**config.mk**
```make
export PLATFORM = sky130hd
export DESIGN_NAME = sobel_window_sequencer
export DESIGN_NICKNAME = d
export VERILOG_FILES = /design/src/rtl/image_pkg.sv /design/src/rtl/tap_addr_calc.sv /design/src/rtl/sobel_window_sequencer.sv
export SDC_FILE = /design/constraint.sdc
export NUM_CORES = 1
export LEC_CHECK = 0
export ABC_AREA = 1
export BUFFER_PORTS_ARGS = -buffer_cell sky130_fd_sc_hd__clkbuf_2
export CAP_MARGIN = 15
export CORE_MARGIN = 1.5
export CORE_UTILIZATION = 62
export DETAILED_ROUTE_END_ITERATION = 12
export PLACE_DENSITY = 0.83
export RECOVER_POWER = 25
export SYNTH_ARGS = -nofsm -noshare
export SYNTH_HDL_FRONTEND = slang
export SYNTH_SLANG_ARGS = --single-unit
```
**constraint.sdc**
```tcl
create_clock -name clk -period 16.8 [get_ports clk]
set_input_delay 4.2 -clock clk [delete_from_list [all_inputs] [get_ports clk]]
set_output_delay 4.2 -clock clk [all_outputs]
set_load 0.05 [all_outputs]
```
**src/rtl/image_pkg.sv**
```systemverilog
// Shared types and constants for the binary-image window scanner: size codes,
// controller states, tap geometry and filter select codes.
package image_pkg;

    typedef enum logic [1:0] {
        SIZE_4X4     = 2'd0,
        SIZE_8X8     = 2'd1,
        SIZE_16X16   = 2'd2,
        SIZE_ILLEGAL = 2'd3
    } size_code_e;

    typedef enum logic [2:0] {
        ST_IDLE,
        ST_FETCH,
        ST_DRAIN,
        ST_PRESENT,
        ST_DONE
    } state_e;

    localparam int unsigned TAPS     = 9;
    localparam logic [3:0]  LAST_TAP = 4'(TAPS - 1);

    localparam logic [1:0] FILT_SOBEL_X   = 2'd0;
    localparam logic [1:0] FILT_SOBEL_Y   = 2'd1;
    localparam logic [1:0] FILT_SOBEL_MAG = 2'd2;
    localparam logic [1:0] FILT_PASS      = 2'd3;

    function automatic logic [4:0] image_dim(input logic [1:0] code);
        case (size_code_e'(code))
            SIZE_8X8:   return 5'd8;
            SIZE_16X16: return 5'd16;
            default:    return 5'd4;
        endcase
    endfunction

    // Tap k sits at (k/3, k%3) inside the 3x3 window.
    function automatic logic [1:0] tap_row_off(input logic [3:0] tap);
        case (tap)
            4'd0, 4'd1, 4'd2: return 2'd0;
            4'd3, 4'd4, 4'd5: return 2'd1;
            default:          return 2'd2;
        endcase
    endfunction

    function automatic logic [1:0] tap_col_off(input logic [3:0] tap);
        case (tap)
            4'd0, 4'd3, 4'd6: return 2'd0;
            4'd1, 4'd4, 4'd7: return 2'd1;
            default:          return 2'd2;
        endcase
    endfunction

endpackage

```
**src/rtl/tap_addr_calc.sv**
```systemverilog
// Combinational row-major address of one window tap: (row+dr)*n + (col+dc).
module tap_addr_calc
    import image_pkg::*;
#(
    parameter int unsigned ADDR_W  = 8,
    parameter int unsigned COORD_W = 4
) (
    input  logic [COORD_W-1:0] row,
    input  logic [COORD_W-1:0] col,
    input  logic [3:0]         tap,
    input  logic [ADDR_W-1:0]  n,
    output logic [ADDR_W-1:0]  addr
);

    logic [ADDR_W-1:0] row_abs;
    logic [ADDR_W-1:0] col_abs;

    always_comb begin
        row_abs = ADDR_W'(row) + ADDR_W'(tap_row_off(tap));
        col_abs = ADDR_W'(col) + ADDR_W'(tap_col_off(tap));
        addr    = row_abs * n + col_abs;
    end

endmodule

```
**src/rtl/sobel_window_sequencer.sv**
```systemverilog
// Scans every 3x3 window of an NxN 1-bit image in pixel memory, assembles the
// nine taps and hands each window to the filter core over valid/ready.
module sobel_window_sequencer
    import image_pkg::*;
#(
    parameter int unsigned ADDR_W  = 8,
    parameter int unsigned COORD_W = 4
) (
    input  logic               clk,
    input  logic               rst_n,
    input  logic               start,
    input  logic [1:0]         size,
    input  logic [1:0]         filter,
    input  logic               pixel_in,
    output logic               rd_en,
    output logic [ADDR_W-1:0]  pixel_addr,
    output logic               win_valid,
    input  logic               win_ready,
    output logic [8:0]         window,
    output logic [COORD_W-1:0] out_row,
    output logic [COORD_W-1:0] out_col,
    output logic [1:0]         filter_sel,
    output logic               busy,
    output logic               done,
    output logic               err
);

    state_e             state_q, state_d;
    logic [3:0]         k_q, k_d;
    logic [COORD_W-1:0] r_q, r_d;
    logic [COORD_W-1:0] c_q, c_d;
    logic [1:0]         size_q, size_d;
    logic [1:0]         filter_q, filter_d;
    logic [8:0]         window_q, window_d;
    logic               err_q, err_d;

    logic [4:0]         n_val;
    logic [ADDR_W-1:0]  n_ext;
    logic [COORD_W-1:0] lim;
    logic [ADDR_W-1:0]  tap_addr;

    always_comb begin
        n_val = image_dim(size_q);
        n_ext = ADDR_W'(n_val);
        lim   = COORD_W'(n_val - 5'd3);
    end

    tap_addr_calc #(
        .ADDR_W  (ADDR_W),
        .COORD_W (COORD_W)
    ) u_tap_addr (
        .row  (r_q),
        .col  (c_q),
        .tap  (k_q),
        .n    (n_ext),
        .addr (tap_addr)
    );

    always_comb begin
        state_d  = state_q;
        k_d      = k_q;
        r_d      = r_q;
        c_d      = c_q;
        size_d   = size_q;
        filter_d = filter_q;
        window_d = window_q;
        err_d    = 1'b0;

        case (state_q)
            ST_IDLE: begin
                if (start) begin
                    if (size_code_e'(size) == SIZE_ILLEGAL) begin
                        err_d = 1'b1;
                    end else begin
                        size_d   = size;
                        filter_d = filter;
                        r_d      = '0;
                        c_d      = '0;
                        k_d      = '0;
                        state_d  = ST_FETCH;
                    end
                end
            end
            ST_FETCH: begin
                // Read data trails the address by one cycle, so tap k-1 lands now.
                if (k_q != 4'd0) begin
                    window_d[k_q - 4'd1] = pixel_in;
                end
                if (k_q == LAST_TAP) begin
                    k_d     = '0;
                    state_d = ST_DRAIN;
                end else begin
                    k_d = k_q + 4'd1;
                end
            end
            ST_DRAIN: begin
                window_d[LAST_TAP] = pixel_in;
                state_d            = ST_PRESENT;
            end
            ST_PRESENT: begin
                if (win_ready) begin
                    if (c_q == lim) begin
                        c_d = '0;
                        if (r_q == lim) begin
                            state_d = ST_DONE;
                        end else begin
                            r_d     = r_q + 1'b1;
                            state_d = ST_FETCH;
                        end
                    end else begin
                        c_d     = c_q + 1'b1;
                        state_d = ST_FETCH;
                    end
                end
            end
            ST_DONE: begin
                state_d = ST_IDLE;
            end
            default: begin
                state_d = ST_IDLE;
            end
        endcase
    end

    always_ff @(posedge clk or negedge rst_n) begin
        if (!rst_n) begin
            state_q  <= ST_IDLE;
            k_q      <= '0;
            r_q      <= '0;
            c_q      <= '0;
            size_q   <= '0;
            filter_q <= '0;
            window_q <= '0;
            err_q    <= 1'b0;
        end else begin
            state_q  <= state_d;
            k_q      <= k_d;
            r_q      <= r_d;
            c_q      <= c_d;
            size_q   <= size_d;
            filter_q <= filter_d;
            window_q <= window_d;
            err_q    <= err_d;
        end
    end

    // Strobes decode straight from the state register so reset clears them at once.
    always_comb begin
        rd_en      = (state_q == ST_FETCH);
        pixel_addr = rd_en ? tap_addr : '0;
        win_valid  = (state_q == ST_PRESENT);
        busy       = (state_q != ST_IDLE);
        done       = (state_q == ST_DONE);
        err        = err_q;
        window     = window_q;
        out_row    = r_q;
        out_col    = c_q;
        filter_sel = filter_q;
    end

endmodule
```
# Yosys cells after proc, flatten, opt, wreduce, memory -nomap -nowiden
# Index checks and enable logic that the tools add are counted.
word_totals:
  register_bits: 29
  latch_bits: 0
  ram_bits: 0
  romBits: 0
  output_inout_bits: 32
  wordCells: 94
  n_memories: 0
classes:
  n_addsub: 8
  multipliers: 1
  div_mod_pow: 0
  n_lt_le_gt_ge: 2
  n_eq_ne: 24
  n_shift: 0
  muxes: 30
  bitwise_logic: 1
  n_reduce_logical: 19
op_table:
  columns: ["op", "n"]
  rows:
  - ["4-bit two-way mux", 8]
  - ["4-bit one-hot mux with 2 select lines", 3]
  - ["3-bit two-way mux", 6]
  - ["4-bit by 3-bit == test with 1-bit output, second input constant", 4]
  - ["4-bit by 1-bit adder with 4-bit output, second input constant", 3]
  - ["3-bit one-hot mux with 4 select lines", 1]
  - ["3-bit OR reduction", 4]
  - ["4-bit by 2-bit adder with 5-bit output", 2]
  - ["5-bit one-hot mux with 2 select lines", 1]
  - ["9-bit bitwise mux", 1]
  - ["9-bit two-way mux", 1]
  - ["8-bit adder", 1]
  - ["4-bit by 2-bit == test with 1-bit output, second input constant", 2]
  - ["4-bit == test", 2]
  - ["5-bit by 5-bit multiplier with 8-bit output", 1]
  - ["8-bit two-way mux", 1]
  - ["2-bit by 1-bit != test with 1-bit output, second input constant", 4]
  - ["2-bit one-hot mux with 2 select lines", 2]
  - ["4-bit AND reduction", 2]
  - ["3-bit by 2-bit == test with 1-bit output, second input constant", 2]
  - ["2-bit != test, second input constant", 3]
  - ["3-bit AND reduction", 2]
  - ["6-bit AND reduction", 1]
  - ["2-bit nonzero test", 3]
  - ["20 further kinds", 25]

# Longest topological paths before layout
# Gate-level depths: netlist of the first run.
depth:
  word_depth: 8
  ltp_mapped: 25
  ltp_nobuf: 25

# Hierarchy
# From an unflattened synthesis of the first run, not the netlist that was laid out.
unflattened:
  hier_cells: 456
  hier_area_um2: 3176.8
by_module_without_submodules:
  columns: ["module", "instances", "cells_per_inst", "area_per_inst_um2", "seq_area_each_um2"]
  rows:
  - ["sobel_window_sequencer", 1, 249, 1869.3, 725.7]
  - ["tap_addr_calc", 1, 207, 1307.5, 0.0]

# Worst setup path before layout of the first run
# OpenSTA, ideal clock, no wires.
synth_timing:
  kind: "register to output"
  start: "reg k_q[0]"
  end: "out pixel_addr[5]"
  arrival_time_ns: 4.697
  required_ns: 12.600
  slack_ns: 7.903
  stages_incl_launch_ff: 17
  path_buffers: 0
  cell_sequence: "dfrtp_1 -> inv_1 -> ha_1 -> o21ai_0 -> o21ai_0 -> ha_1 -> fa_1 -> xor2_1 -> nand2_1 -> fa_1 -> inv_1 -> fa_1 -> ha_1 -> ha_1 -> fa_1 -> inv_1 -> nor2_1"
synth_between:
  elab_chain_cells: 7
  elab_cells_between_ends: 19
synth_lines:
  columns: ["element", "line_no", "rtl"]
  rows:
  - ["start: declaration", "sobel_window_sequencer.sv:29", "logic [3:0] k_q, k_d;"]
  - ["start signal: assignment", "sobel_window_sequencer.sv:137", "k_q <= k_d;"]
  - ["4-bit by 3-bit == test with 1-bit output (tied with other cells)", "image_pkg.sv:38", "case (tap)"]
  - ["3-bit OR reduction", "image_pkg.sv:38", null]
  - ["2-bit one-hot mux with 2 select lines", "image_pkg.sv:38", null]
  - ["4-bit by 2-bit adder with 5-bit output", "tap_addr_calc.sv:19", "row_abs = ADDR_W'(row) + ADDR_W'(tap_row_off(tap));"]
  - ["5-bit by 5-bit multiplier with 8-bit output", "tap_addr_calc.sv:21", "addr = row_abs * n + col_abs;"]
  - ["8-bit adder *", "tap_addr_calc.sv:21", null]
  - ["8-bit two-way mux *", "sobel_window_sequencer.sv:150", "pixel_addr = rd_en ? tap_addr : '0;"]
  - ["end: declaration", "sobel_window_sequencer.sv:16", "output logic [ADDR_W-1:0] pixel_addr,"]
# Mark *: on every way between the ends. The rest lies on a longest branch, timed or not.

# Worst setup path after layout of the first run
# Same ends and word-level chain as after synthesis.

==> impl_summary.log, run 1 <==
[metrics] worst setup timing slack at the placement stage: around 8000 ps
[metrics] flip-flop and latch count after synthesis: 29
[metrics] share of async-settable or async-resettable flops after synthesis: 1.000
[metrics] final cell count without fillers: ~430
[metrics] total nets after synthesis: 380
[metrics] sequence of cells on the critical path: inv_1 -> ha_1 -> o21ai_0 -> o21ai_0 -> ha_1 -> fa_1 -> xor2_1 -> nand2_1 -> fa_1 -> inv_1 -> fa_1 -> ha_1 -> ha_1 -> fa_1 -> inv_1 -> nor2_1 -> clkbuf_2
[metrics] P per Cell Area: slightly below 200 mW/mm²
[metrics] most used cells in the layout excluding fill and tap cells: sky130_fd_sc_hd__nand2_1 (68), sky130_fd_sc_hd__inv_1 (45), sky130_fd_sc_hd__nor2_1 (43), sky130_fd_sc_hd__clkbuf_2 (37), sky130_fd_sc_hd__ha_1 (30)
[metrics] wire length of the first global-routing pass: between 9000 and 10000 µm
[metrics] setup violation total in the final timing report: 0
[metrics] transition time at the pin with the least slew margin: 1570 ps
[metrics] Post-Syn Instances: roughly 330
[metrics] number of global-route vias before repair: 2102
[metrics] iteration count of the initial detailed-routing pass: 5
[metrics] Overflow after GRT: 0
[metrics] per-cell routed wire length: roughly 13 µm
[metrics] routability congestion estimate: ~0.85
[metrics] Overall Power: approximately 0.57 mW
[metrics] peak supply drop: 0.0001532 V
[metrics] total track usage: 0.2771
[metrics] min cycle time layout: about 9400 ps
[metrics] Hold Path Class: reg -> reg
[metrics] detailed-route vias per instance: between 5 and 6
[metrics] total wire length after detailed routing: between 5000 and 6000 µm
[metrics] top cell family by delay on the critical path: adder cells
[metrics] antenna viol nets, final: 0
[metrics] Critical Path Source Type: flip-flop
[metrics] share of synthesized area occupied by flip-flops and latches: 0.2894
[metrics] die span in x: between 60 and 70 µm
[metrics] H-Tree Level Count: 2
[metrics] final routed DRC violation total: 0
[metrics] endpoint type of the worst setup path: output pin
[metrics] WHS: between 500 and 600 ps
[metrics] CTS clock-pin slew for the worst setup and hold paths: 70 ps
[metrics] leading area contributor after synthesis: sky130_fd_sc_hd__dfrtp_1
[metrics] summed area of non-filler cells in the final layout: ~0.0028 mm²
[metrics] buffering stage count on the worst path with inverters included: 4
[metrics] hold buffers post-CTS: 0
[metrics] most frequent standard cell in the layout excluding fill and tap cells: sky130_fd_sc_hd__nand2_1
[metrics] maximum clock frequency: around 110 MHz
[metrics] Crit Path Max Fanout: 8
[metrics] count of warnings emitted by yosys: 0
[metrics] PostCTS Resize Cnt: 0
[metrics] worst stage delay on the critical path: about 500 ps
[metrics] CTS tree: built
[metrics] RSZ-0062 raised after global routing: false
[metrics] share of the cycle needed by the critical path after routing: 0.5580
[metrics] Ant. Diodes: 0
[metrics] height of the die: between 60 and 70 µm
[metrics] buffers inserted by post-CTS timing repair: 0
[metrics] count of fill cells added during filler insertion: about 320
[metrics] clock root buffer: sky130_fd_sc_hd__clkbuf_8
[metrics] cell types with the largest area share after synthesis: sky130_fd_sc_hd__dfrtp_1 (29%), sky130_fd_sc_hd__ha_1 (15%), sky130_fd_sc_hd__nand2_1 (10%)
[metrics] full die area: 0.004435 mm²
[metrics] count of endpoints failing hold in the final timing report: 0
[metrics] number of buffers inserted by port buffering: 40
[metrics] dominant register cell in the synthesized netlist: sky130_fd_sc_hd__dfrtp_1
[metrics] leakage power summed over all cells: about 1.6 nW
[metrics] share of Yosys cell area claimed by the top area cell type: 0.2894
[metrics] layout-stage area growth over the synthesis result: 13.62%
[metrics] syn_area_per_cell: between 7 and 8 µm²
[metrics] outcome: finished, violations left
[metrics] crit path setup slack, layout: ~7400 ps
[metrics] setup total negative slack: 0 ps
[metrics] clock latency on the worst-skew pair: 290 ps
[metrics] Post-synth EDFFs: 0
[metrics] routed vias: 2318
[metrics] final number of max-transition violations: 30
[metrics] category of the critical setup timing path: reg -> out
[metrics] number of distinct library cell variants in the gate-level netlist after synthesis: 32
[metrics] Placed Cells: between 400 and 500
[metrics] slowest cell on the critical path: sky130_fd_sc_hd__fa_1
[metrics] endpoint arrival time on the critical path: between 5000 and 6000 ps
[metrics] initial antenna violation count: 0
[metrics] final clock skew: slightly below 7 ps
[metrics] Rel. slew slack: -0.04671
[metrics] number of max-capacitance violations reported: 1
[metrics] core region area: 0.003771 mm²
[metrics] TritonCTS sink count: 29
[metrics] share of cells above drive strength 1: 0.1830
[metrics] floorplan row count: 22
[metrics] maximum number of pins on one net before global-route repair: 30
[metrics] CTS Buf Count: 5
[metrics] post-synthesis cell area: around 0.0025 mm²
[metrics] largest buffer count on any clock path: 2
[metrics] violated checks: capacitance limit, slew limit
[metrics] fin util: 0.7555
[metrics] # IOs: slightly above 40
[metrics] Placed Area: 0.002736 mm²
[metrics] placed wire-length estimate after detailed placement: 4302 µm
[metrics] final net count: approximately 420
[metrics] starting utilization of the core area: 0.6649
[metrics] number of DRC markers after the initial detailed-route iteration: 174
[metrics] data required time at the worst endpoint: 12600 ps
-- worst paths after layout --
| path | start | endpoint | slack, ps | depth (start not counted) |
|---|---|---|---|---|
| worst max-delay path | k_q[0]$_DFFE_PN0P_ | pixel_addr[5] | 7430 | 17 |
| worst min-delay path | window[8]$_DFFE_PN0P_ | window[8]$_DFFE_PN0P_ | 510 | 2 |
| worst max register to register | k_q[0]$_DFFE_PN0P_ | window[8]$_DFFE_PN0P_ | 14920 | 9 |
| worst min register to register | window[8]$_DFFE_PN0P_ | window[8]$_DFFE_PN0P_ | 510 | 2 |
| max in group asynchronous | rst_n | out_col[2]$_DFFE_PN0P_ | 11590 | 1 |
| min in group asynchronous | rst_n | out_row[0]$_DFFE_PN0P_ | 4290 | 1 |
-- per-layer routing --
metal / GRT usage / wire (µm) / vias to the layer above
met5: 0 / 0 / -
met4: 0.08163 / 89 / 0
met3: 0.06588 / 361 / 11
met2: 0.4550 / 2667 / 76
met1: 0.3624 / 2465 / 1081
li1: - / - / 1150
-- state kept, by name, indices dropped and copies added (netlist names) --
| signal | cells |
|---|---|
| size_q | 2 |
| window | 9 |
| out_col | 4 |
| out_row | 4 |
| err | 1 |
| state_q | 3 |
| filter_sel | 2 |
| k_q | 4 |
-- report_power, final --
group	internal, mW	switching, mW
Sequential	0.0930	0.0256
Clock	0.0483	0.0285
Combinational	0.103	0.268
Total	0.244	0.322
-- Yosys cell counts (2+ instances only) --
master,count
sky130_fd_sc_hd__nand2_1,68
sky130_fd_sc_hd__inv_1,45
sky130_fd_sc_hd__nor2_1,43
sky130_fd_sc_hd__ha_1,30
sky130_fd_sc_hd__dfrtp_1,29
sky130_fd_sc_hd__nand3_1,23
sky130_fd_sc_hd__a21oi_1,12
sky130_fd_sc_hd__o21ai_1,11
sky130_fd_sc_hd__inv_2,9
sky130_fd_sc_hd__nand4_1,8
sky130_fd_sc_hd__o21ai_0,8
sky130_fd_sc_hd__xor2_1,8
sky130_fd_sc_hd__fa_1,7
sky130_fd_sc_hd__nand2_2,5
sky130_fd_sc_hd__buf_2,4
sky130_fd_sc_hd__nor3_1,4
sky130_fd_sc_hd__nor2_2,3
sky130_fd_sc_hd__nor2_4,2
sky130_fd_sc_hd__xnor2_1,2
-- final cells by class --
cell class / instances / area, µm² / share of cell area
clock inverters: 1 / 30.03 / 0.01054
multi-input cells: 245 / 1541 / 0.5411
repair buffers: 40 / 196.4 / 0.06895
flip-flops and latches: 29 / 725.7 / 0.2547
clock buffers: 7 / 86.33 / 0.03030
inverters: 55 / 209.0 / 0.07334
well taps: 48 / 60.06 / 0.02108
-- cell families after synthesis --
kind of cell / share of synthesized area
compound gates: 0.08184
xor+xnor: 0.03493
fa+ha+maj: 0.2056
buf+inv: 0.09581
flops: 0.2894
mux: 0.003992
simple gates: 0.2884
-- worst reg2reg max path: stages (launching register included) --
cell and delay (ps):
sky130_fd_sc_hd__dfrtp_1 470, sky130_fd_sc_hd__inv_1 220, sky130_fd_sc_hd__ha_1 300, sky130_fd_sc_hd__inv_1 80, sky130_fd_sc_hd__nor2_1 250, sky130_fd_sc_hd__nor2_4 60, sky130_fd_sc_hd__nand2_1 120, sky130_fd_sc_hd__o21ai_2 70
sky130_fd_sc_hd__o21ai_0 140, sky130_fd_sc_hd__inv_1 60
(Power assumes the default switching activity.)
==> run 2: changes to the inputs <==
--- a/config.mk
+++ b/config.mk
@@ -9,9 +9,9 @@
 export BUFFER_PORTS_ARGS = -buffer_cell sky130_fd_sc_hd__clkbuf_2
 export CAP_MARGIN = 15
 export CORE_MARGIN = 1.5
-export CORE_UTILIZATION = 62
+export CORE_UTILIZATION = 57
 export DETAILED_ROUTE_END_ITERATION = 12
-export PLACE_DENSITY = 0.83
+export PLACE_DENSITY = 0.76
 export RECOVER_POWER = 25
 export SYNTH_ARGS = -nofsm -noshare
 export SYNTH_HDL_FRONTEND = slang
==> constraint.sdc (replaced) <==
create_clock -name clk -period 9 [get_ports clk]
set_input_delay 2.25 -clock clk [delete_from_list [all_inputs] [get_ports clk]]
set_output_delay 2.25 -clock clk [all_outputs]
set_load 0.05 [all_outputs]
==> run 2 against run 1 <==
Count of clock-buffer cells in the layout is 1 higher; register-to-register slack worse by 7800 ps; the flow still finishes with violations (capacitance limit, slew limit); total power is 78% higher; core utilization is 7.1 points lower; sequential power is 85% higher; cell count is 0.47% higher; final area is 1.2% lower; global-route usage is 4.0 points lower; sequential share of layout area is 0.31 points higher; routed wire length is 6.9% lower.
==> impl_summary.log, run 2 (same netlist as run 1, synthesis figures left out) <==
[metrics] outcome: finished, violations left
[metrics] violated checks: capacitance limit, slew limit
[metrics] wire length of the first global-routing pass: 9211 µm (-2.0%)
[metrics] Placed Area: 0.002739 mm² (about the same)
[metrics] initial antenna violation count: 0 (unchanged)
[metrics] leakage power summed over all cells: 1.571 nW (-1.2%)
[metrics] category of the critical setup timing path: reg -> out
[metrics] Rel. slew slack: -0.06248 (-0.01576)
[metrics] number of max-capacitance violations reported: 1 (unchanged)
[metrics] final number of max-transition violations: 30 (unchanged)
[metrics] detailed-route vias per instance: 5.232 (-4.1%)
[metrics] WHS: 506.7 ps (+0.3850 ps)
[metrics] per-cell routed wire length: 12.17 µm (-7.3%)
[metrics] number of stages on the worst hold path: 2 (unchanged)
[metrics] met3 routing resource usage after global routing: 0.05233 (-0.01355)
[metrics] maximum clock frequency: about 140 MHz
[metrics] total track usage: 0.2369 (-0.04018)
[metrics] routability congestion estimate: 0.8917 (+5.1%)
[metrics] iteration count of the initial detailed-routing pass: 4 (-1)
[metrics] CTS clock-pin slew for the worst setup and hold paths: 60 ps (about the same)
[metrics] Crit Path Max Fanout: 8 (unchanged)
[metrics] endpoint arrival time on the critical path: 5010 ps (-160 ps)
[metrics] antenna viol nets, final: 0 (unchanged)
[metrics] count of fill cells added during filler insertion: 372 (+17%)
[metrics] sequence of cells on the critical path: inv_1 -> ha_1 -> o21ai_0 -> o21ai_0 -> ha_1 -> fa_1 -> xor2_1 -> nand2_1 -> fa_1 -> inv_1 -> fa_1 -> ha_1 -> ha_1 -> fa_1 -> inv_1 -> nor2_1 -> clkbuf_2
[metrics] TritonCTS sink count: 29 (unchanged)
[metrics] Overflow after GRT: 0 (unchanged)
[metrics] CTS tree: built
[metrics] starting utilization of the core area: 0.6093 (-0.05559)
[metrics] Critical Path Source Type: flip-flop
[metrics] worst stage delay on the critical path: 490 ps (about the same)
[metrics] count of endpoints failing hold in the final timing report: 0 (unchanged)
[metrics] number of global-route vias before repair: 2101 (-0.048%)
[metrics] clock latency on the worst-skew pair: 280 ps (about the same)
[metrics] share of cells above drive strength 1: 0.1777 (-0.005305)
[metrics] min cycle time layout: roughly 7300 ps
[metrics] met1 Use GR: 0.3185 (-0.04389)
[metrics] CTS Buf Count: 5 (unchanged)
[metrics] die span in x: 69.33 µm (+4.1%)
[metrics] met2 Resource Use GR: 0.3825 (-0.07252)
[metrics] # IOs: 41 (unchanged)
[metrics] summed area of non-filler cells in the final layout: 0.002815 mm² (-1.2%)
[metrics] hold buffers post-CTS: 0 (unchanged)
[metrics] number of DRC markers after the initial detailed-route iteration: 175 (+0.57%)
[metrics] Hold Path Class: reg -> reg
[metrics] largest buffer count on any clock path: 2 (unchanged)
[metrics] Ant. Diodes: 0 (unchanged)
[metrics] flop2flop setup slack: 7090 ps (-7830 ps)
[metrics] final net count: 422 (unchanged)
[metrics] placed wire-length estimate after detailed placement: 4132 µm (-4.0%)
[metrics] full die area: 0.004806 mm² (+8.4%)
[metrics] H-Tree Level Count: 2 (unchanged)
[metrics] height of the die: 69.33 µm (+4.1%)
[metrics] buffers inserted by post-CTS timing repair: 0 (unchanged)
[metrics] data required time at the worst endpoint: 6750 ps (-5850 ps)
[metrics] Overall Power: 1.007 mW (+78%)
[metrics] setup violation total in the final timing report: 0 (unchanged)
[metrics] peak supply drop: 0.0002436 V (+59%)
[metrics] flip-flop count of the largest register after layout: 9 (unchanged)
[metrics] setup total negative slack: 0 ps (unchanged)
[metrics] floorplan row count: 23 (+4.5%)
[metrics] layout-stage area growth over the synthesis result: 12.28%
[metrics] slowest cell on the critical path: sky130_fd_sc_hd__dfrtp_1
[metrics] fin util: 0.6841 (-0.07137)
[metrics] routed vias: 2234 (-3.6%)
[metrics] final routed DRC violation total: 0 (unchanged)
[metrics] worst-case reg-to-reg path depth: 9 (unchanged)
[metrics] clock root buffer: sky130_fd_sc_hd__clkbuf_8
[metrics] PostCTS Resize Cnt: 0 (unchanged)
[metrics] core region area: 0.004115 mm² (+9.1%)
[metrics] total wire length after detailed routing: 5198 µm (-6.9%)
[metrics] endpoint type of the worst setup path: output pin
[metrics] layer with the highest usage: met2
[metrics] most frequent standard cell in the layout excluding fill and tap cells: sky130_fd_sc_hd__nand2_1
[metrics] share of the cycle needed by the critical path after routing: 0.8069
[metrics] final clock skew: 1.993 ps (-4.772 ps)
[metrics] maximum number of pins on one net before global-route repair: 30 (unchanged)
[metrics] number of buffers inserted by port buffering: 40 (unchanged)
[metrics] most used cells in the layout excluding fill and tap cells: sky130_fd_sc_hd__nand2_1 (68), sky130_fd_sc_hd__inv_1 (45), sky130_fd_sc_hd__nor2_1 (43), sky130_fd_sc_hd__clkbuf_2 (37), sky130_fd_sc_hd__ha_1 (30)
[metrics] transition time at the pin with the least slew margin: 1594 ps (+23.64 ps)
[metrics] RSZ-0062 raised after global routing: false
[metrics] P per Cell Area: 357.8 mW/mm² (+80%)
[run 2: changes by cell type in the layout (fill, tap and decap cells not counted), sizes merged]
cell / change
bufinv: -1
clkbuf: +1
[run 2: per-layer routing]
| layer | share of wire | vias to the layer above | wire, µm |
|---|---|---|---|
| li1 | - | 1141 | - |
| met1 | 0.47 | 1029 | 2423 |
| met2 | 0.46 | 58 | 2409 |
| met3 | 0.058 | 6 | 301 |
| met4 | 0.012 | 0 | 63 |
| met5 | 0 | - | 0 |
[run 2: per-stage QoR]
| stage | instances | setup slack [ps] |
|---|---|---|
| finish | 427 | 1738 |
| global route | 427 | 1353 |
| CTS | 427 | 1723 |
| detailed placement | 419 | 2047 |
| global placement | 419 | 2190 |
| floorplan | 334 | 2053 |
[run 2: report_power, final]
group	internal, mW	total, mW	switching [mW]
clock network	0.0548	0.103	0.0478
logic	0.191	0.685	0.494
registers	0.174	0.220	0.0461
[run 2: cell type report]
| class | count | area, µm² | share of cell area |
|---|---|---|---|
| multi-input combinational | 245 | 1541 | 0.5476 |
| timing repair buffer | 40 | 196.4 | 0.06978 |
| tap | 50 | 62.56 | 0.02222 |
| sequential | 29 | 725.7 | 0.2578 |
| inverter | 55 | 209.0 | 0.07422 |
| clock buffer | 8 | 80.08 | 0.02844 |
[run 2: worst max-delay path: cells and delay by family, from the launching register on]
family	cells	cell delay, ps
adder cells (fa/ha/maj)	8	2960
AO/OA/AOI/OAI	2	300
flip-flops	1	490
AND/OR/NAND/NOR	2	180
buffers and inverters	4	560
XOR/XNOR	1	230
[run 2: path summary, 6_finish.rpt]
path | start | endpoint
max | k_q[0]$_DFFE_PN0P_ | pixel_addr[5]
min | filter_sel[1]$_DFFE_PN0P_ | filter_sel[1]$_DFFE_PN0P_
max reg2reg | k_q[0]$_DFFE_PN0P_ | window[8]$_DFFE_PN0P_
min reg2reg | filter_sel[1]$_DFFE_PN0P_ | filter_sel[1]$_DFFE_PN0P_
max in group asynchronous | rst_n | filter_sel[0]$_DFFE_PN0P_
min in group asynchronous | rst_n | out_row[2]$_DFFE_PN0P_
